<file path="src/rtl/wram_asic_arb.sv">
// Word-RAM port arbiter: merges sub-CPU and stamp-ASIC traffic onto one RAM port
// and generates the ASIC clock-enable pulse (asic_sync).
module wram_asic_arb #(
  parameter int unsigned MEM_LAT  = 2,
  parameter int unsigned IDLE_DIV = 4
) (
  input  logic        clk,
  input  logic        rst,
  input  logic        wram_mode,
  input  logic        wram_for_sub,
  input  logic        sub_req,
  input  logic        sub_we_lo,
  input  logic        sub_we_hi,
  input  logic [16:0] sub_addr,
  input  logic [15:0] sub_din,
  output logic        sub_ack,
  output logic [15:0] sub_dout,
  input  logic [16:0] asic_addr,
  input  logic [15:0] asic_din,
  input  logic        asic_oe,
  input  logic        asic_we,
  output logic [15:0] asic_dout,
  output logic        asic_sync,
  output logic [16:0] mem_addr,
  output logic [15:0] mem_din,
  input  logic [15:0] mem_dout,
  output logic        mem_oe,
  output logic        mem_we_lo,
  output logic        mem_we_hi
);

  localparam int unsigned LW = (MEM_LAT > 1) ? $clog2(MEM_LAT) : 1;
  localparam int unsigned DW = (IDLE_DIV > 1) ? $clog2(IDLE_DIV) : 1;
  localparam logic [LW-1:0] LAT_LAST = LW'(MEM_LAT - 1);
  localparam logic [DW-1:0] DIV_LAST = DW'(IDLE_DIV - 1);

  typedef enum logic [1:0] {
    IDLE = 2'd0,
    SUB  = 2'd1,
    ASIC = 2'd2
  } state_t;

  state_t        state, state_n;
  logic [LW-1:0] lat_cnt;
  logic [DW-1:0] div_cnt;
  logic          owner_asic;
  logic          asic_done_q;

  logic asic_ok, asic_pend, sub_cand, asic_cand, lat_last;
  logic start_sub, start_asic, sub_done, asic_done, asic_abort;
  logic tick_due, tick_fire;

  assign asic_ok   = wram_for_sub & ~wram_mode;
  assign asic_pend = asic_ok & (asic_oe | asic_we);
  // A requester still shows its old request during its own ack/sync cycle;
  // masking it there prevents the same access from being issued twice.
  assign sub_cand  = sub_req & ~sub_ack;
  assign asic_cand = asic_pend & ~asic_done_q;
  assign lat_last  = (lat_cnt == LAT_LAST);
  assign tick_due  = (div_cnt == DIV_LAST);
  // An idle tick that would collide with sub_ack is held off by one cycle.
  assign tick_fire = ~asic_pend & tick_due & ~sub_done;

  always_ff @(posedge clk) begin
    if (rst) state <= IDLE;
    else     state <= state_n;
  end

  always_comb begin
    state_n    = state;
    start_sub  = 1'b0;
    start_asic = 1'b0;
    sub_done   = 1'b0;
    asic_done  = 1'b0;
    asic_abort = 1'b0;
    case (state)
      IDLE: begin
        if (sub_cand && (!asic_cand || owner_asic)) begin
          state_n   = SUB;
          start_sub = 1'b1;
        end else if (asic_cand) begin
          state_n    = ASIC;
          start_asic = 1'b1;
        end
      end
      SUB: begin
        if (lat_last) begin
          state_n  = IDLE;
          sub_done = 1'b1;
        end
      end
      ASIC: begin
        if (!asic_ok) begin
          state_n    = IDLE;
          asic_abort = 1'b1;
        end else if (lat_last) begin
          state_n   = IDLE;
          asic_done = 1'b1;
        end
      end
      default: state_n = IDLE;
    endcase
  end

  always_ff @(posedge clk) begin
    if (rst) begin
      lat_cnt     <= '0;
      div_cnt     <= '0;
      owner_asic  <= 1'b1;
      asic_done_q <= 1'b0;
      sub_ack     <= 1'b0;
      asic_sync   <= 1'b0;
      sub_dout    <= '0;
      asic_dout   <= '0;
      mem_addr    <= '0;
      mem_din     <= '0;
      mem_oe      <= 1'b0;
      mem_we_lo   <= 1'b0;
      mem_we_hi   <= 1'b0;
    end else begin
      sub_ack     <= sub_done;
      asic_done_q <= asic_done;
      asic_sync   <= asic_done | tick_fire;

      if (start_sub || start_asic) lat_cnt <= '0;
      else if (state != IDLE)      lat_cnt <= lat_cnt + LW'(1);

      if (asic_pend || tick_fire) div_cnt <= '0;
      else if (!tick_due)         div_cnt <= div_cnt + DW'(1);

      if (start_sub) begin
        mem_addr  <= sub_addr;
        mem_din   <= sub_din;
        mem_oe    <= ~(sub_we_lo | sub_we_hi);
        mem_we_lo <= sub_we_lo;
        mem_we_hi <= sub_we_hi;
      end else if (start_asic) begin
        mem_addr  <= asic_addr;
        mem_din   <= asic_din;
        mem_oe    <= ~asic_we;
        mem_we_lo <= asic_we;
        mem_we_hi <= asic_we;
      end else if (sub_done || asic_done || asic_abort) begin
        mem_oe    <= 1'b0;
        mem_we_lo <= 1'b0;
        mem_we_hi <= 1'b0;
      end

      if (sub_done && mem_oe)  sub_dout  <= mem_dout;
      if (asic_done && mem_oe) asic_dout <= mem_dout;

      if (sub_done)       owner_asic <= 1'b0;
      else if (asic_done) owner_asic <= 1'b1;
    end
  end

endmodule

</file>
<file path="config.mk">
export PLATFORM = sky130hd
export DESIGN_NAME = wram_asic_arb
export DESIGN_NICKNAME = d
export VERILOG_FILES = /design/src/rtl/wram_asic_arb.sv
export SDC_FILE = /design/constraint.sdc
export NUM_CORES = 1
export LEC_CHECK = 0
export CAP_MARGIN = 25
export CORE_MARGIN = 2
export CORE_UTILIZATION = 42
export DETAILED_ROUTE_END_ITERATION = 10
export PLACE_DENSITY = 0.81
export SLEW_MARGIN = 20
export SYNTH_ARGS = -nofsm -noshare
export SYNTH_HDL_FRONTEND = slang
export SYNTH_SLANG_ARGS = --single-unit
</file>
<file path="constraint.sdc">
create_clock -name clk -period 2 [get_ports clk]
set_input_delay 0.3 -clock clk [delete_from_list [all_inputs] [get_ports clk]]
set_output_delay 0.3 -clock clk [all_outputs]
set_load 0.005 [all_outputs]
</file>
Word level (Yosys, flattened, before mapping) --
Index checks and enable logic that the tools add are counted.
Word-level totals: bits in registers 77, bits in latches 0, RAM bits 0, memory bits (read-only) 0, output and inout bits 70, word-level logic and storage cells 80, memories kept 0
Operators by class: add/subtract/negate cells 2, multiply operators 0, divide/modulo/power cells 0, order comparisons 0, eq/ne operators 4, shift-type cells 0, multiplexer cells 28, bitwise logic cells 16, reductions and logical operators 16
Operators by type and width (count):
- $mux W17 | 2
- $mux W16 | 2
- $mux W1 | 19
- $mux W2 | 4
- $not A1 Y1 | 7
- $and A1 B1 Y1 | 6
- $pmux W2 S3 | 1
- $reduce_bool A2 Y1 | 3
- $logic_or A1 B1 Y1 | 5
- $eq A2 B2 Y1 const B | 2
- $reduce_or A2 Y1 | 2
- $logic_and A1 B1 Y1 | 3
- $ne A3 B3 Y1 const B | 1
- $or A1 B1 Y1 | 3
- $reduce_bool A3 Y1 | 1
- $add A2 B1 Y2 const B | 1
- $eq A2 B1 Y1 const B | 1
- $logic_not A2 Y1 | 1
- $add A1 B1 Y1 const B | 1
- $logic_not A1 Y1 | 1

Depth between registers and ports, before layout --
depth in word-level cells 11, depth in mapped cells 7, gate-level depth less buffers 4

Least setup slack after synthesis --
OpenSTA, ideal clock, no wires.
kind register -> register, start point register state[0], end point register mem_we_lo, data arrival time 1.530 ns, required time 1.914 ns, path slack 0.384 ns, stages on the path, launching flop included 8, path buffers 3, period minus slack after synthesis 1.616 ns, cell sequence dfxtp_1 buf_6 nor4b_4 o31a_1 buf_6 buf_12 nand2_1 a221oi_2
On the way: cells in the longest elaborated chain, start to end 5, elaborated cells between the ends (all ways) 13, classes of those cells eq/ne: 2; mux: 7; reduce/logical: 4
RTL lines:
- from (decl) | line 43 | state_t state, state_n;
- from (signal assigned) | line 66 | else state <= state_n;
- $eq A2 B1 Y1 / $eq A2 B2 Y1 (equally long branches) | line 76 | case (state)
- $mux W1 | line 76
- $logic_or A1 B1 Y1 (2 in series) | line 143 | end else if (sub_done || asic_done || asic_abort) begin
- $reduce_bool A3 Y1 (no line)
- to (signal assigned) | line 135 | mem_we_lo <= sub_we_lo;
- to (signal assigned) | line 141 | mem_we_lo <= asic_we;
- to (decl) | line 28 | output logic mem_we_lo,
Parallel ways exist; a longest one is shown, timed or not. A chain may end at the register's enable or synchronous reset.

Worst setup path after layout --
start point register state[0], end point register mem_din[3]
On the way: cells in the longest elaborated chain, start to end 3, elaborated cells between the ends (all ways) 5, classes of those cells mux: 3; reduce/logical: 2
RTL lines:
- $logic_not A2 Y1 * | line 76
- $mux W1 | line 76
- $mux W16 / $reduce_bool A2 Y1 (equally long branches)
- to (signal assigned) | line 133 | mem_din <= sub_din;
- to (signal assigned) | line 139 | mem_din <= asic_din;
- to (decl) | line 25 | output logic [15:0] mem_din,
Mark *: on every way between the ends. The rest lies on a longest branch, timed or not.

==> flow_summary.json <==
{
  "cp_num_buf_inv": 2,
  "synth_fp_nets": 468,
  "peakVddDrop_uv": 457,
  "hold_path_startpoint": "rst",
  "critPathMaxFanout": 25,
  "worstSkewPairLatency_ps": 340,
  "cts_setup_buffers": 0,
  "r2r_start": "state[0]",
  "grt_start_max_net_pins": 36,
  "run_status": "complete, no violations",
  "port_buffers": 160,
  "cts_resized": 0,
  "yosysSeqAreaShare_pct": 44.0,
  "gp_congestion": 0.778,
  "num_io_pins": 161,
  "critPathMaxStageDelay_ps": 540,
  "synthFlopType": "dfxtp_1",
  "placed_area_sq_um": 5220,
  "dieArea_sq_um": 9080,
  "dieWidth_um": 95.3,
  "critPathKind": "reg2reg",
  "cpLargestDelayFamily": "compound AO/OA/AOI/OAI gates",
  "maxSlewViolCount": 0,
  "antenna_found_initial": 0,
  "cp_data_required_time_ps": 2260,
  "post-route-min-period_ps": 1720,
  "h-tree-depth": 3,
  "cp-startpoint": "state[0]",
  "cellPowerDensity_nw_per_um2": 730,
  "max_cap_viol_count": 0,
  "grt_pass1_vias": 3399,
  "use_met1_pct": 25.9,
  "ys_types": 42,
  "root_buffer": "clkbuf_8",
  "final_nets": 627,
  "cp_slowest_cell": "dfxtp_1",
  "grt_pass1_wl_mm": 15.9,
  "cts_tree": "done",
  "ys_warn_count": 0,
  "hold_viol_final": 0,
  "clock_sinks": 77,
  "syn_area_per_cell_sq_um": 9.31,
  "clk_pin_slew_worst_paths_ps": 80,
  "overflow": 0,
  "worst_slew_pin_slew_ps": 564,
  "dp_cells": 629,
  "drt_iter0_drc": 76,
  "min_period_over_period_pct": 86.1,
  "power.total_uw": 3980,
  "use_met3_pct": 7.51,
  "antenna_left": 0,
  "mostFrequentLayoutCells": "159 x clkdlybuf4s50_1, 77 x dfxtp_1, 67 x nand2_1",
  "fmax_ghz": 0.581,
  "fillers": 642,
  "p_leak_uw": 0.00209,
  "tns_ps": 0,
  "detail_route.wl_per_cell_um": 15.5,
  "final_cells": 644,
  "hpwl_mm": 7.32,
  "vias": 3308,
  "synth_edf_count": 0,
  "hold_class": "in2reg",
  "rsz0062_at_grt": "false",
  "core.rowCount": 33,
  "grtUsageTotal_pct": 22.4,
  "setup_viol": 0,
  "cts_buffers": 9,
  "coreArea_sq_um": 8130,
  "final_area_sq_um": 5450,
  "clockBufferDepth": 2,
  "met2_usage_pct": 38.3,
  "cp.arrival_ps": 1980,
  "synthArstFlopShare_pct": 0,
  "via_per_inst": 5.14,
  "setup.worst_path.start_class": "flop",
  "relSlewSlack_pct": 62.3,
  "die_y_um": 95.3,
  "cts-hold-fix-buffers": 0,
  "drive_gt1_share_pct": 19.5,
  "dr.pass1.iters": 4,
  "yosys_register_bits": 77,
  "path_cells": "nor4b_4, buf_4, a31oi_4, buf_12, a21oi_1, a211oi_1",
  "grt-busiest-layer": "met2",
  "area_growth_pct": 55.7,
  "final_common_cell": "clkdlybuf4s50_1",
  "skew_ps": 6.08,
  "synth_cells": 376,
  "wl_mm": 9.96,
  "antenna_cells": 0,
  "start_util_pct": 43.1,
  "syn_area_sq_um": 3500,
  "drc": 0,
  "crit_path_end_kind": "flop"
}
[per-stage QoR]
stage / setup WS, ps / util (%) / hold WS [ps]
after floorplan: 384 / - / 434
after global placement: 1.23 / 64.2 / 441
after detailed placement: -25.9 / 64.2 / 449
after CTS: 293 / 67.1 / 394
after global routing: 84.8 / 67.1 / 445
final: 278 / 67.1 / 418
[cells by family (layout without fill, tap and decap cells)]
kind of cell,Yosys count,count (layout),synth area share (%)
flops,77,77,44.0
xor+xnor,1,1,0.250
mux,17,17,4.86
compound gates,98,98,25.6
fa+ha+maj,1,1,0.357
simple gates,149,149,18.7
buf+inv,33,196,6.22
[report_power, final]
group	internal (uW)	switching (uW)	leakage [uW]
Sequential	1630	61.0	0.000630
Clock	799	553	0.000115
Combinational	527	414	0.00134
[path summary, 6_finish.rpt]
path | endpoint | slack [ps] | cells past startpoint
hold reg to reg | sub_dout[6] | 460 | 2
setup reg to reg | mem_din[3] | 280 | 6
hold / removal | sub_ack | 420 | 2
setup / recovery | mem_din[3] | 280 | 6
[synthesized netlist by cell type, drive strengths merged, types with 3 or more instances]
cell / instances / area share, %
dfxtp: 77 / 44
nand2: 68 / 7.5
nor2: 56 / 6.0
a21oi: 51 / 10
a211oi: 33 / 11
buf: 18 / 4.6
mux2i: 17 / 4.9
clkbuf: 12 / 1.3
nor3: 5 / 0.71
nor2b: 4 / 0.71
and2: 3 / 0.54
inv: 3 / 0.32
[layout make-up]
class	count	area, sq um	share of cell area, %
timing repair buffer	178	1780	32.7
clock inverter	3	67.6	1.24
multi-input combinational	266	1750	32.1
tap	105	131	2.41
sequential	77	1540	28.3
inverter	3	11.3	0.206
clock buffer	12	165	3.03
[flip-flops by register name, summed over array words and instances, names as in the netlist]
signal       cells
div_cnt          2
asic_done_q      1
mem_addr        17
lat_cnt          1
owner_asic       1
sub_ack          1
asic_dout       16
mem_din         16
sub_dout        16
mem_we_lo        1
mem_we_hi        1
mem_oe           1
state            2
asic_sync        1
[metal layers]
layer  up-vias  routed length (um)
li1       1613                   -
met4         0                 141
met5         -                   0
met2       135                4680
met3        13                1070
met1      1547                4070
Note: power is estimated with default switching activity, not from simulation.
